===== src/rtl/ppe_core.sv =====
// ppe_core: PE of a binary-ifmap convolution array.
// Slides a FILTER_SIZE-tap weight window across one captured input row and emits
// one partial sum per window position to SPE targets in round-robin order. After a
// row it requests the next input row, until OUTPUT_DIM rows have been consumed in
// the current timestep.
// Optional feature: define PPE_SAT_EN to saturate the accumulator at 2^SUM_WIDTH-1.
// Without it, the accumulator wraps modulo 2^SUM_WIDTH.
module ppe_core #(
   parameter int FILTER_SIZE  = 5,
   parameter int IFMAP_SIZE   = 25,
   parameter int WEIGHT_WIDTH = 8,
   parameter int SUM_WIDTH    = 13,
   parameter int ROW_BASE     = 0,
   localparam int ROW_W       = 6,
   localparam int ADDR_W      = (FILTER_SIZE > 1) ? $clog2(FILTER_SIZE) : 1
) (
   input  logic                    clk,
   input  logic                    reset,
   input  logic                    w_valid,
   output logic                    w_ready,
   input  logic [ADDR_W-1:0]       w_addr,
   input  logic [WEIGHT_WIDTH-1:0] w_data,
   input  logic                    in_valid,
   output logic                    in_ready,
   input  logic [IFMAP_SIZE-1:0]   in_row,
   output logic                    ps_valid,
   input  logic                    ps_ready,
   output logic [SUM_WIDTH-1:0]    ps_data,
   output logic [ADDR_W-1:0]       ps_dest,
   output logic                    req_valid,
   input  logic                    req_ready,
   output logic [ROW_W-1:0]        req_row,
   input  logic                    ts_done,
   output logic                    busy
);

   localparam int OUTPUT_DIM = IFMAP_SIZE - FILTER_SIZE + 1;
   localparam int WIN_W      = (OUTPUT_DIM > 1) ? $clog2(OUTPUT_DIM) : 1;
   localparam int K_W        = (FILTER_SIZE > 1) ? $clog2(FILTER_SIZE) : 1;
   localparam int IDX_W      = (IFMAP_SIZE > 1) ? $clog2(IFMAP_SIZE) : 1;

   typedef enum logic [1:0] {
      ST_IDLE,
      ST_MAC,
      ST_EMIT,
      ST_REQ
   } state_t;

   state_t                  state;
   logic [WEIGHT_WIDTH-1:0] weight [FILTER_SIZE];
   logic [IFMAP_SIZE-1:0]   row_q;
   logic [ROW_W-1:0]        row_cnt;
   logic [ADDR_W-1:0]       dest;
   logic [WIN_W-1:0]        win;
   logic [K_W-1:0]          k;
   logic [SUM_WIDTH-1:0]    acc;
   logic                    ts_pend;

   logic [IDX_W-1:0]        tap_idx;
   logic [WEIGHT_WIDTH-1:0] addend;
   logic [SUM_WIDTH-1:0]    acc_next;
   logic                    w_fire;

   // Handshake and status outputs decoded from the state register.
   always_comb begin
      w_ready   = (state == ST_IDLE);
      in_ready  = (state == ST_IDLE) && !ts_done && !ts_pend;
      ps_valid  = (state == ST_EMIT);
      ps_data   = (state == ST_EMIT) ? acc : '0;
      ps_dest   = dest;
      req_valid = (state == ST_REQ);
      req_row   = (state == ST_REQ) ? ROW_W'(ROW_BASE) + row_cnt : '0;
      busy      = (state != ST_IDLE);
      w_fire    = w_valid && (state == ST_IDLE) && (int'(w_addr) < FILTER_SIZE);
   end

`ifdef PPE_SAT_EN
   localparam int SUM_EXT = ((SUM_WIDTH > WEIGHT_WIDTH) ? SUM_WIDTH : WEIGHT_WIDTH) + 1;
   localparam logic [SUM_WIDTH-1:0] SUM_MAX = '1;
   logic [SUM_EXT-1:0] acc_sum;

   // One MAC tap with clamping; a clamped acc stays at max since addends are unsigned.
   always_comb begin
      tap_idx  = IDX_W'(win) + IDX_W'(k);
      addend   = row_q[tap_idx] ? weight[k] : '0;
      acc_sum  = SUM_EXT'(acc) + SUM_EXT'(addend);
      acc_next = (acc_sum > SUM_EXT'(SUM_MAX)) ? SUM_MAX : acc_sum[SUM_WIDTH-1:0];
   end
`else
   // One MAC tap, wrapping modulo 2^SUM_WIDTH.
   always_comb begin
      tap_idx  = IDX_W'(win) + IDX_W'(k);
      addend   = row_q[tap_idx] ? weight[k] : '0;
      acc_next = acc + SUM_WIDTH'(addend);
   end
`endif

   // Weight register file, writable only while idle.
   always_ff @(posedge clk or posedge reset) begin
      if (reset) begin
         for (int unsigned i = 0; i < FILTER_SIZE; i++) begin
            weight[i] <= '0;
         end
      end else if (w_fire) begin
         weight[w_addr] <= w_data;
      end
   end

   // Row/window sequencer: capture row, MAC each window, emit, then request next row.
   always_ff @(posedge clk or posedge reset) begin
      if (reset) begin
         state   <= ST_IDLE;
         row_q   <= '0;
         row_cnt <= '0;
         dest    <= '0;
         win     <= '0;
         k       <= '0;
         acc     <= '0;
         ts_pend <= 1'b0;
      end else begin
         if (ts_done && state != ST_IDLE) begin
            ts_pend <= 1'b1;
         end
         case (state)
            ST_IDLE: begin
               // A pending end-of-timestep is applied on the first idle cycle and blocks input.
               if (ts_done || ts_pend) begin
                  row_cnt <= '0;
                  dest    <= '0;
                  ts_pend <= 1'b0;
               end else if (in_valid) begin
                  row_q   <= in_row;
                  row_cnt <= row_cnt + 1'b1;
                  win     <= '0;
                  k       <= '0;
                  acc     <= '0;
                  state   <= ST_MAC;
               end
            end
            ST_MAC: begin
               acc <= acc_next;
               if (int'(k) == FILTER_SIZE - 1) begin
                  k     <= '0;
                  state <= ST_EMIT;
               end else begin
                  k <= k + 1'b1;
               end
            end
            ST_EMIT: begin
               if (ps_ready) begin
                  dest <= (int'(dest) == FILTER_SIZE - 1) ? '0 : dest + 1'b1;
                  if (int'(win) < OUTPUT_DIM - 1) begin
                     win   <= win + 1'b1;
                     k     <= '0;
                     acc   <= '0;
                     state <= ST_MAC;
                  end else if (int'(row_cnt) < OUTPUT_DIM) begin
                     state <= ST_REQ;
                  end else begin
                     state <= ST_IDLE;
                  end
               end
            end
            ST_REQ: begin
               if (req_ready) begin
                  state <= ST_IDLE;
               end
            end
            default: state <= ST_IDLE;
         endcase
      end
   end

endmodule


===== config.mk =====
export PLATFORM = sky130hd
export DESIGN_NAME = ppe_core
export DESIGN_NICKNAME = d
export VERILOG_FILES = /design/src/rtl/ppe_core.sv
export SDC_FILE = /design/constraint.sdc
export NUM_CORES = 1
export LEC_CHECK = 0
export ABC_AREA = 1
export CORE_MARGIN = 1
export CORE_UTILIZATION = 25
export DETAILED_ROUTE_END_ITERATION = 8
export PLACE_DENSITY = 0.54
export SYNTH_ARGS = -nofsm -noshare
export SYNTH_HDL_FRONTEND = slang
export SYNTH_SLANG_ARGS = --single-unit

===== constraint.sdc =====
create_clock -name clk -period 7.2 [get_ports clk]
set_clock_uncertainty 0.15 [all_clocks]
set_input_delay 1.44 -clock clk [delete_from_list [all_inputs] [get_ports clk]]
set_output_delay 1.44 -clock clk [all_outputs]
set_load 0.03 [all_outputs]

# --- Word-level counts from Yosys, hierarchy flattened ---
# Cells that the tools add are included.
word_totals:
  out_inout_bits: 27
  in_bits: 43
  reg_bits: 98
op_classes:
  magnitude_cmp: 7
  n_bitwise: 3
  addsub: 6
  eq_ne: 12
  n_mux: 44
  n_reduce_logical: 20
ops:
  columns: ["cell", "count"]
  rows:
  - ["13-bit two-way mux", 5]
  - ["40-bit bitwise mux", 1]
  - ["13-bit case mux with 3 select lines", 1]
  - ["8-bit two-way mux", 4]
  - ["8-bit binary-select mux with 3-bit select", 1]
  - ["8-bit demux with 3-bit select", 1]
  - ["3-bit two-way mux", 8]
  - ["5-bit two-way mux", 4]
  - ["6-bit two-way mux", 3]
  - ["5-bit AND reduction", 3]
  - ["2-bit two-way mux", 7]
  - ["13-bit by 8-bit adder with 13-bit output", 1]
  - ["2-bit by 1-bit inequality test with 1-bit output (second input constant)", 5]
  - ["5-bit case mux with 2 select lines", 1]
  - ["3-bit case mux with 3 select lines", 1]
  - ["4-bit >= comparator (second input constant)", 2]
  - ["3-bit inverter with 4-bit output", 2]
  - ["2-bit case mux with 4 select lines", 1]
  - ["3-bit by 1-bit adder with 3-bit output (second input constant)", 2]
  - ["6-bit by 1-bit adder with 6-bit output (second input constant)", 1]
  - ["3-bit == test (second input constant)", 2]
  - ["1-bit logical AND", 6]
  - ["5-bit by 6-bit < comparator with 1-bit output (second input constant)", 1]
  - ["6-bit by 5-bit < comparator with 1-bit output (second input constant)", 1]
  - ["other kinds (19)", 28]

# --- Logic depth before layout (Yosys ltp) ---
# Gate-level depths: netlist of the first run.
logic_depth:
  word_depth: 7
  depth_mapped: 22

# --- Worst setup path before layout of the first run ---
# OpenSTA, ideal clock, no wires.
synth_timing:
  path_kind: "input to output"
  from: "input port ts_done"
  to: "output port in_ready"
  slack_ns: 3.597
  arrival_time_ns: 2.013
  n_path_buf: 0
  required_time_ns: 5.610
  path_stages: 3
  path_cell_list: "inv_1 > nand2_1 > nor2_1"
synth_via:
  elab_chain_cells: 3
synth_lines:
  columns: ["element", "line", "rtl"]
  rows:
  - ["start, declared", "33", "input logic ts_done,"]
  - ["1-bit logical NOT", "67", "in_ready = (state == ST_IDLE) && !ts_done && !ts_pend;"]
  - ["1-bit logical AND (2 in a row)", "67", null]
  - ["end, declared", "24", "output logic in_ready,"]
# Every way passes these cells.

# --- Final worst setup path of the first run ---
# Ends and elaborated chain as after synthesis.

==> flow_summary_export.csv, run 1 <==
group,metric,value,unit
sta,fmax,0.225,GHz
synth,synthCells,735,
synth,syn_nets,798,
layout,final_common_cell,"nand2_1",
worst_setup_path,crit_path_end_kind,"output port",
clock_tree,cts_hold_buffers,0,
layout,design_area,6690,µm²
detailed_routing,ant_nets,0,
worst_setup_path,cp_slowest_cell,"clkdlybuf4s50_1",
detailed_routing,dr.first_iter.drc_count,284,
grt,grt_max_degree,76,
floorplanning,io_pins,70,
power,power_density,392,nW/µm²
clock_tree,clk_path_buf_depth,2,
clock_tree,clk_pin_slew,70,ps
synth,yosysWarnings,0,
detailed_routing,drt_pass1_iterations,5,
detailed_routing,drt-total-wl,13800,µm
grt,grt_remaining_overflow,0,
clock_tree,post_cts_buffers,0,
sta,relSlewSlack,26.4,%
clock_tree,cts_tree,"yes",
worst_setup_path,crit_fanout,4,
grt,grt_pass1_vias,4543,
sta,setup_tns,0,ps
worst_setup_path,crit_end,"in_ready",
worst_setup_path,timing.rr.start,"k[0]",
layout,fill_cells,2313,
sta,rsz0062_at_grt,"no",
sta,finalWorstSetupSlack,2760,ps
floorplanning,die-height,149,µm
placement,port_buffers,69,
sta,worst-slew-pin-transition,1100,ps
placement,dp_hpwl,9960,µm
grt,grt_pass1_wl,23000,µm
worst_setup_path,r2r_end,"acc[12]",
clock_tree,cts_made_buffers,9,
power,peakVddDrop,0.167,mV
worst_setup_path,regToRegSetupSlack,2820,ps
grt,antenna_found_initial,0,
floorplanning,fp.dieW,149,µm
clock_tree,numClockSinks,98,
outcome,status,"finished, final reports clean",
detailed_routing,drc,0,
worst_setup_path,crit_top_cell,"clkdlybuf4s50_1",
min_path,hold_class,"register to register",
worst_setup_path,start_kind,"primary input",
layout,instances_no_fill,1077,
layout,num_antenna_cells,0,
layout,final_cell_mix,"nand2_1, dfrtp_1, nor2_1",
worst_setup_path,arrival,2850,ps
synth,synth.avg_cell_area,7.39,µm²
placement,dp_cells,1061,
worst_setup_path,path_cells,"clkdlybuf4s50_1, inv_1, nand2_1, nor2_1, clkdlybuf4s50_1",
sta,finalSetupViolCount,0,
synth,ys_seq_area_share,45.1,%
sta,finalCritPeriodShare,61.7,%
clock_tree,htreeDepth,3,
grt,grtUsageTotal,13.1,%
floorplanning,placementRows,53,
floorplanning,die-area,22300,µm²
worst_setup_path,startpoint,"ts_done",
layout,synthToLayoutAreaGrowth,23.0,%
power,leakage,3.16,nW
floorplanning,core-area,21200,µm²
placement,postPlaceCellArea,6390,µm²
floorplanning,start_util,25.7,%
detailed_routing,via_count,4791,
layout,nets,860,
clock_tree,cts_resized,0,
detailed_routing,viasPerCell,4.45,
synth,ys_seq_elements,98,
synth,synth_cell_type_count,33,
flow_run,drv_cap,0,
placement,gp_congestion,0.809,
layout,post_route_cells_drive_above_1_share,4.24,%
sta,min_period,4440,ps
worst_setup_path,rr_worst_depth,18,
synth,netlist_area,5430,µm²
clock_tree,root_buffer,"clkbuf_16",
worst_setup_path,cpPeakStageDelay,700,ps
detailed_routing,wl_per_cell,12.8,µm
worst_setup_path,crit_type,"primary input to output port",
sta,drv_slew,0,
worst_setup_path,cp.required,5610,ps
sta,finalHoldViolations,0,
placement,pre_cts_ws,2750,ps
clock_tree,clk_latency,350,ps
[worst min path at each step]
| stage | to | start | cells after the start | slack [ps] |
|---|---|---|---|---|
| after global routing | row_q[4] | row_q[4] | 2 | 360 |
| after global placement | row_q[17] | row_q[17] | 2 | 310 |
| after floorplan | row_q[1] | row_q[1] | 2 | 290 |
| after CTS | row_q[8] | row_q[8] | 2 | 330 |
| final | row_q[14] | row_q[14] | 2 | 320 |
| after detailed placement | row_q[8] | row_q[8] | 2 | 310 |
[final cells by class]
class	instances	area (µm²)	area share, %
repair buffers	70	698	10.4
clock inverters	6	60.1	0.898
multi-input cells	543	2610	39.0
flip-flops and latches	98	2450	36.7
clock buffers	10	239	3.57
inverters	75	284	4.25
well taps	275	344	5.15
[per-layer routing]
metal / track usage [%] / wire length, µm
met5: 0 / 0
met4: 3.83 / 119
met3: 2.44 / 371
met2: 20.1 / 6160
met1: 18.5 / 7110
[critical path: cells and delay by family]
kind	cells	cell delay, ps
buffers and inverters	3	1170
and+or+nand+nor	2	240
[registers in the layout, summed over array words and instances, names as in the netlist]
register	flops
acc	13
k	3
ps_dest	3
row_cnt	6
row_q	25
state	2
ts_pend	1
weight	40
win	5
[cells by family (layout without fill, tap and decap cells)]
group | Yosys count | in the layout | share of synthesized area, %
adder cells (fa/ha/maj) | 20 | 20 | 4.88
buffers and inverters | 94 | 161 | 6.88
AO/OA/AOI/OAI | 119 | 119 | 11.6
XOR/XNOR | 8 | 8 | 1.29
AND/OR/NAND/NOR | 396 | 396 | 30.2
flip-flops | 98 | 98 | 45.1
[per-stage QoR]
step	utilization [%]	hold WS, ps	total power [W]
3_3_place_gp	30.2	312	0.00214
5_1_grt	31.6	358	0.00288
2_1_floorplan	-	292	0.00181
3_5_place_dp	30.2	314	0.00216
6_report	31.6	323	0.00262
4_1_cts	31.6	332	0.00266
[cells in the mapped netlist]
master | instances | share of area, %
clkinv_1 | 2 | 0.14
clkbuf_1 | 7 | 0.48
dfrtp_1 | 98 | 45
xnor2_1 | 1 | 0.16
nand4_2 | 4 | 0.92
a21oi_4 | 1 | 0.30
o2bb2ai_1 | 1 | 0.16
nor3_1 | 8 | 0.74
nor2_2 | 1 | 0.12
inv_1 | 70 | 4.8
nand2_2 | 2 | 0.23
a21oi_1 | 17 | 1.6
nor2_1 | 70 | 4.8
or2_1 | 1 | 0.12
or2_2 | 1 | 0.12
nand2_1 | 253 | 17
o21ai_2 | 1 | 0.16
nor4_1 | 1 | 0.12
nand3_1 | 46 | 4.2
a22oi_1 | 1 | 0.14
o21ai_1 | 37 | 3.4
nor2_4 | 3 | 0.62
nand4_1 | 6 | 0.69
buf_2 | 11 | 1.0
o21bai_1 | 1 | 0.14
ha_1 | 18 | 4.1
buf_6 | 1 | 0.21
fa_1 | 2 | 0.74
xor2_1 | 7 | 1.1
o211ai_1 | 1 | 0.14
o21ai_0 | 52 | 4.8
o22ai_1 | 7 | 0.81
inv_2 | 3 | 0.21
[power breakdown]
| part | switching (W) | leakage (nW) | internal, W |
|---|---|---|---|
| sequential | 0.000165 | 1.27 | 0.000758 |
| combinational | 0.000787 | 1.75 | 0.000428 |
| clock | 0.000231 | 0.140 | 0.000252 |
Power figures use the tool's default switching activity.
==> run 2: changes to the inputs <==
--- a/config.mk
+++ b/config.mk
@@ -9,7 +9,7 @@
 export CORE_MARGIN = 1
 export CORE_UTILIZATION = 25
 export DETAILED_ROUTE_END_ITERATION = 8
-export PLACE_DENSITY = 0.54
+export PLACE_DENSITY = 0.56
 export SYNTH_ARGS = -nofsm -noshare
 export SYNTH_HDL_FRONTEND = slang
 export SYNTH_SLANG_ARGS = --single-unit
==> constraint.sdc (replaced) <==
create_clock -name clk -period 3.9 [get_ports clk]
set_clock_uncertainty 0.15 [all_clocks]
set_input_delay 0.78 -clock clk [delete_from_list [all_inputs] [get_ports clk]]
set_output_delay 0.78 -clock clk [all_outputs]
set_load 0.03 [all_outputs]
==> run 2 against run 1 <==
Against the previous run:
- global-route usage rose by 0.76 points
- worst setup slack lost 2400 ps
- die area unchanged
- sequential share of layout area down 0.33 points
- cell count grew 0.74%
- via count is 1.7% higher
- clock power up 78%
- design area up 0.90%
- count of clock-buffer cells in the layout decreased by 1
- non-clock buffer count rose by 9
==> flow_summary_export.csv, run 2 (synthesis gave the netlist of run 1 again) <==
group,metric,value,unit
outcome,status,"finished, final reports clean",
detailed_routing,dr.first_iter.drc_count,403,
sta,min_period,3550,ps
layout,ff_latch_area,2450,µm²
clock_tree,cts_made_buffers,9,
worst_setup_path,path_cells,"ha_1, fa_1, inv_1, nand3_1, nand2_1, nand2_1, nand3_1, nand3_1, nand2_1, buf_4, nor2_1, ha_1, a21oi_1, o21ai_2, or2_2, nand3_1, o21ai_1",
sta,setup_tns,0,ps
floorplanning,io_pins,70,
worst_setup_path,start_kind,"register",
layout,largest_registers,"weight: 40 flops, row_q: 25 flops, acc: 13 flops",
detailed_routing,viasPerCell,4.49,
min_path,hold_class,"register to register",
worst_setup_path,arrival,3630,ps
layout,nets,869,
clock_tree,clk_pin_slew,70,ps
worst_setup_path,rr_worst_depth,17,
clock_tree,clk_path_buf_depth,2,
sta,rsz0062_at_grt,"no",
sta,worst-slew-pin-transition,672,ps
floorplanning,die-height,149,µm
worst_setup_path,r2r_end,"acc[4]",
worst_setup_path,timing.rr.start,"win[0]",
clock_tree,htreeDepth,3,
placement,gp_congestion,0.833,
sta,finalHoldViolations,0,
power,power_density,729,nW/µm²
layout,final_common_cell,"nand2_1",
floorplanning,core-area,21200,µm²
grt,grt_pass1_wl,24200,µm
detailed_routing,ant_nets,0,
detailed_routing,drt_pass1_iterations,5,
layout,largest_reg_flops,40,
worst_setup_path,crit_top_cell,"nand3_1",
worst_setup_path,crit_path_end_kind,"register",
worst_setup_path,regToRegSetupSlack,350,ps
layout,post_route_cells_drive_above_1_share,5.43,%
worst_setup_path,cp_slowest_cell,"fa_1",
min_path,worstHoldPathCells,2,
sta,relSlewSlack,55.2,%
worst_setup_path,crit_type,"register to register",
power,peakVddDrop,0.346,mV
floorplanning,placementRows,53,
clock_tree,numClockSinks,98,
grt,grt_max_degree,53,
worst_setup_path,cp.required,3980,ps
placement,port_buffers,69,
grt,grt_pass1_vias,4791,
sta,drv_slew,0,
floorplanning,die-area,22300,µm²
layout,num_antenna_cells,0,
layout,final_cell_mix,"nand2_1, dfrtp_1, inv_1, nor2_1, clkdlybuf4s50_1",
detailed_routing,via_count,4872,
sta,finalSetupViolCount,0,
detailed_routing,drt-total-wl,14300,µm
layout,synthToLayoutAreaGrowth,24.1,%
detailed_routing,wl_per_cell,13.1,µm
power,leakage,3.21,nW
sta,fmax,0.282,GHz
detailed_routing,drc,0,
grt,antenna_found_initial,0,
layout,multi_input_area,2610,µm²
worst_setup_path,cpPeakStageDelay,480,ps
flow_run,drv_cap,0,
floorplanning,fp.dieW,149,µm
placement,postPlaceCellArea,6470,µm²
layout,fill_cells,2280,
layout,design_area,6750,µm²
clock_tree,cts_hold_buffers,0,
sta,finalCritPeriodShare,91.1,%
layout,regMostFlops,"weight",
worst_setup_path,crit_fanout,7,
clock_tree,clk_latency,360,ps
clock_tree,root_buffer,"clkbuf_16",
grt,grtUsageTotal,13.8,%
floorplanning,start_util,25.7,%
grt,grt_remaining_overflow,0,
clock_tree,cts_tree,"yes",
placement,dp_hpwl,10400,µm
min_path,holdPathEnd,"row_q[8]",
min_path,worstHoldStart,"row_q[8]",
[run 2: cell count changes in the layout (fill, tap and decap cells not counted), sizes merged]
cell	before	now
buf	1	10
clkbuf	10	9
clkinv	3	4
clkinvlp	2	0
inv	76	77
[run 2: power by group]
| part | switching (W) | internal (W) |
|---|---|---|
| Sequential | 0.000245 | 0.00140 |
| Combinational | 0.00155 | 0.000853 |
| Clock | 0.000422 | 0.000439 |
[run 2: final cells by class]
class / instances / share of cell area, %
multi-input combinational: 543 / 38.7
sequential: 98 / 36.4
timing repair buffer: 79 / 11.5
tap: 275 / 5.10
inverter: 75 / 4.21
clock buffer: 9 / 3.34
clock inverter: 6 / 0.705
[run 2: through the flow]
stage	setup WS (ps)	power (W)	instances	utilization [%]	hold slack (ps)
6_report	348	0.00491	1085	31.9	324
5_1_grt	52.0	0.00541	1085	31.9	348
4_1_cts	116	0.00497	1085	31.9	328
3_5_place_dp	136	0.00408	1070	30.6	310
3_3_place_gp	239	0.00405	1070	30.6	310
2_1_floorplan	392	0.00334	735	-	292
[run 2: how the worst max path moves through the flow]
stage	startpoint	end	cells past startpoint
6_report	win[0]	acc[4]	17
5_1_grt	win[0]	acc[12]	20
2_1_floorplan	win[0]	acc[12]	19
4_1_cts	win[0]	acc[12]	20
3_5_place_dp	win[0]	acc[12]	20
3_3_place_gp	win[0]	acc[12]	20
[run 2: metal layers]
metal / share of wire (%) / global-route usage (%) / wire [µm] / vias to the layer above
met1: 51 / 19.1 / 7240 / 2258
met3: 3.6 / 2.80 / 511 / 10
met4: 1.2 / 4.08 / 174 / 0
met2: 44 / 21.6 / 6340 / 96
met5: 0 / 0 / 0 / -
li1: - / - / - / 2508
[run 2: critical path: cells and delay by family (launching register included)]
family / cells / cell delay, ps
flip-flops: 1 / 420
AO/OA/AOI/OAI: 3 / 470
buffers and inverters: 2 / 350
adder cells (fa/ha/maj): 3 / 1070
AND/OR/NAND/NOR: 9 / 970
[run 2: what timing repair did]
item,CTS,global route
buffers inserted,0,0
setup endpoints to repair,0,7
gates resized for setup,0,4
==> run 3: changes to the inputs <==
--- a/config.mk
+++ b/config.mk
@@ -8,6 +8,7 @@
 export ABC_AREA = 1
 export CORE_MARGIN = 1
 export CORE_UTILIZATION = 25
+export CTS_CLUSTER_SIZE = 30
 export DETAILED_ROUTE_END_ITERATION = 8
 export PLACE_DENSITY = 0.56
 export SYNTH_ARGS = -nofsm -noshare
==> results of run 3 <==
No change in the layout: final DEF, timing and power equal those of run 2.
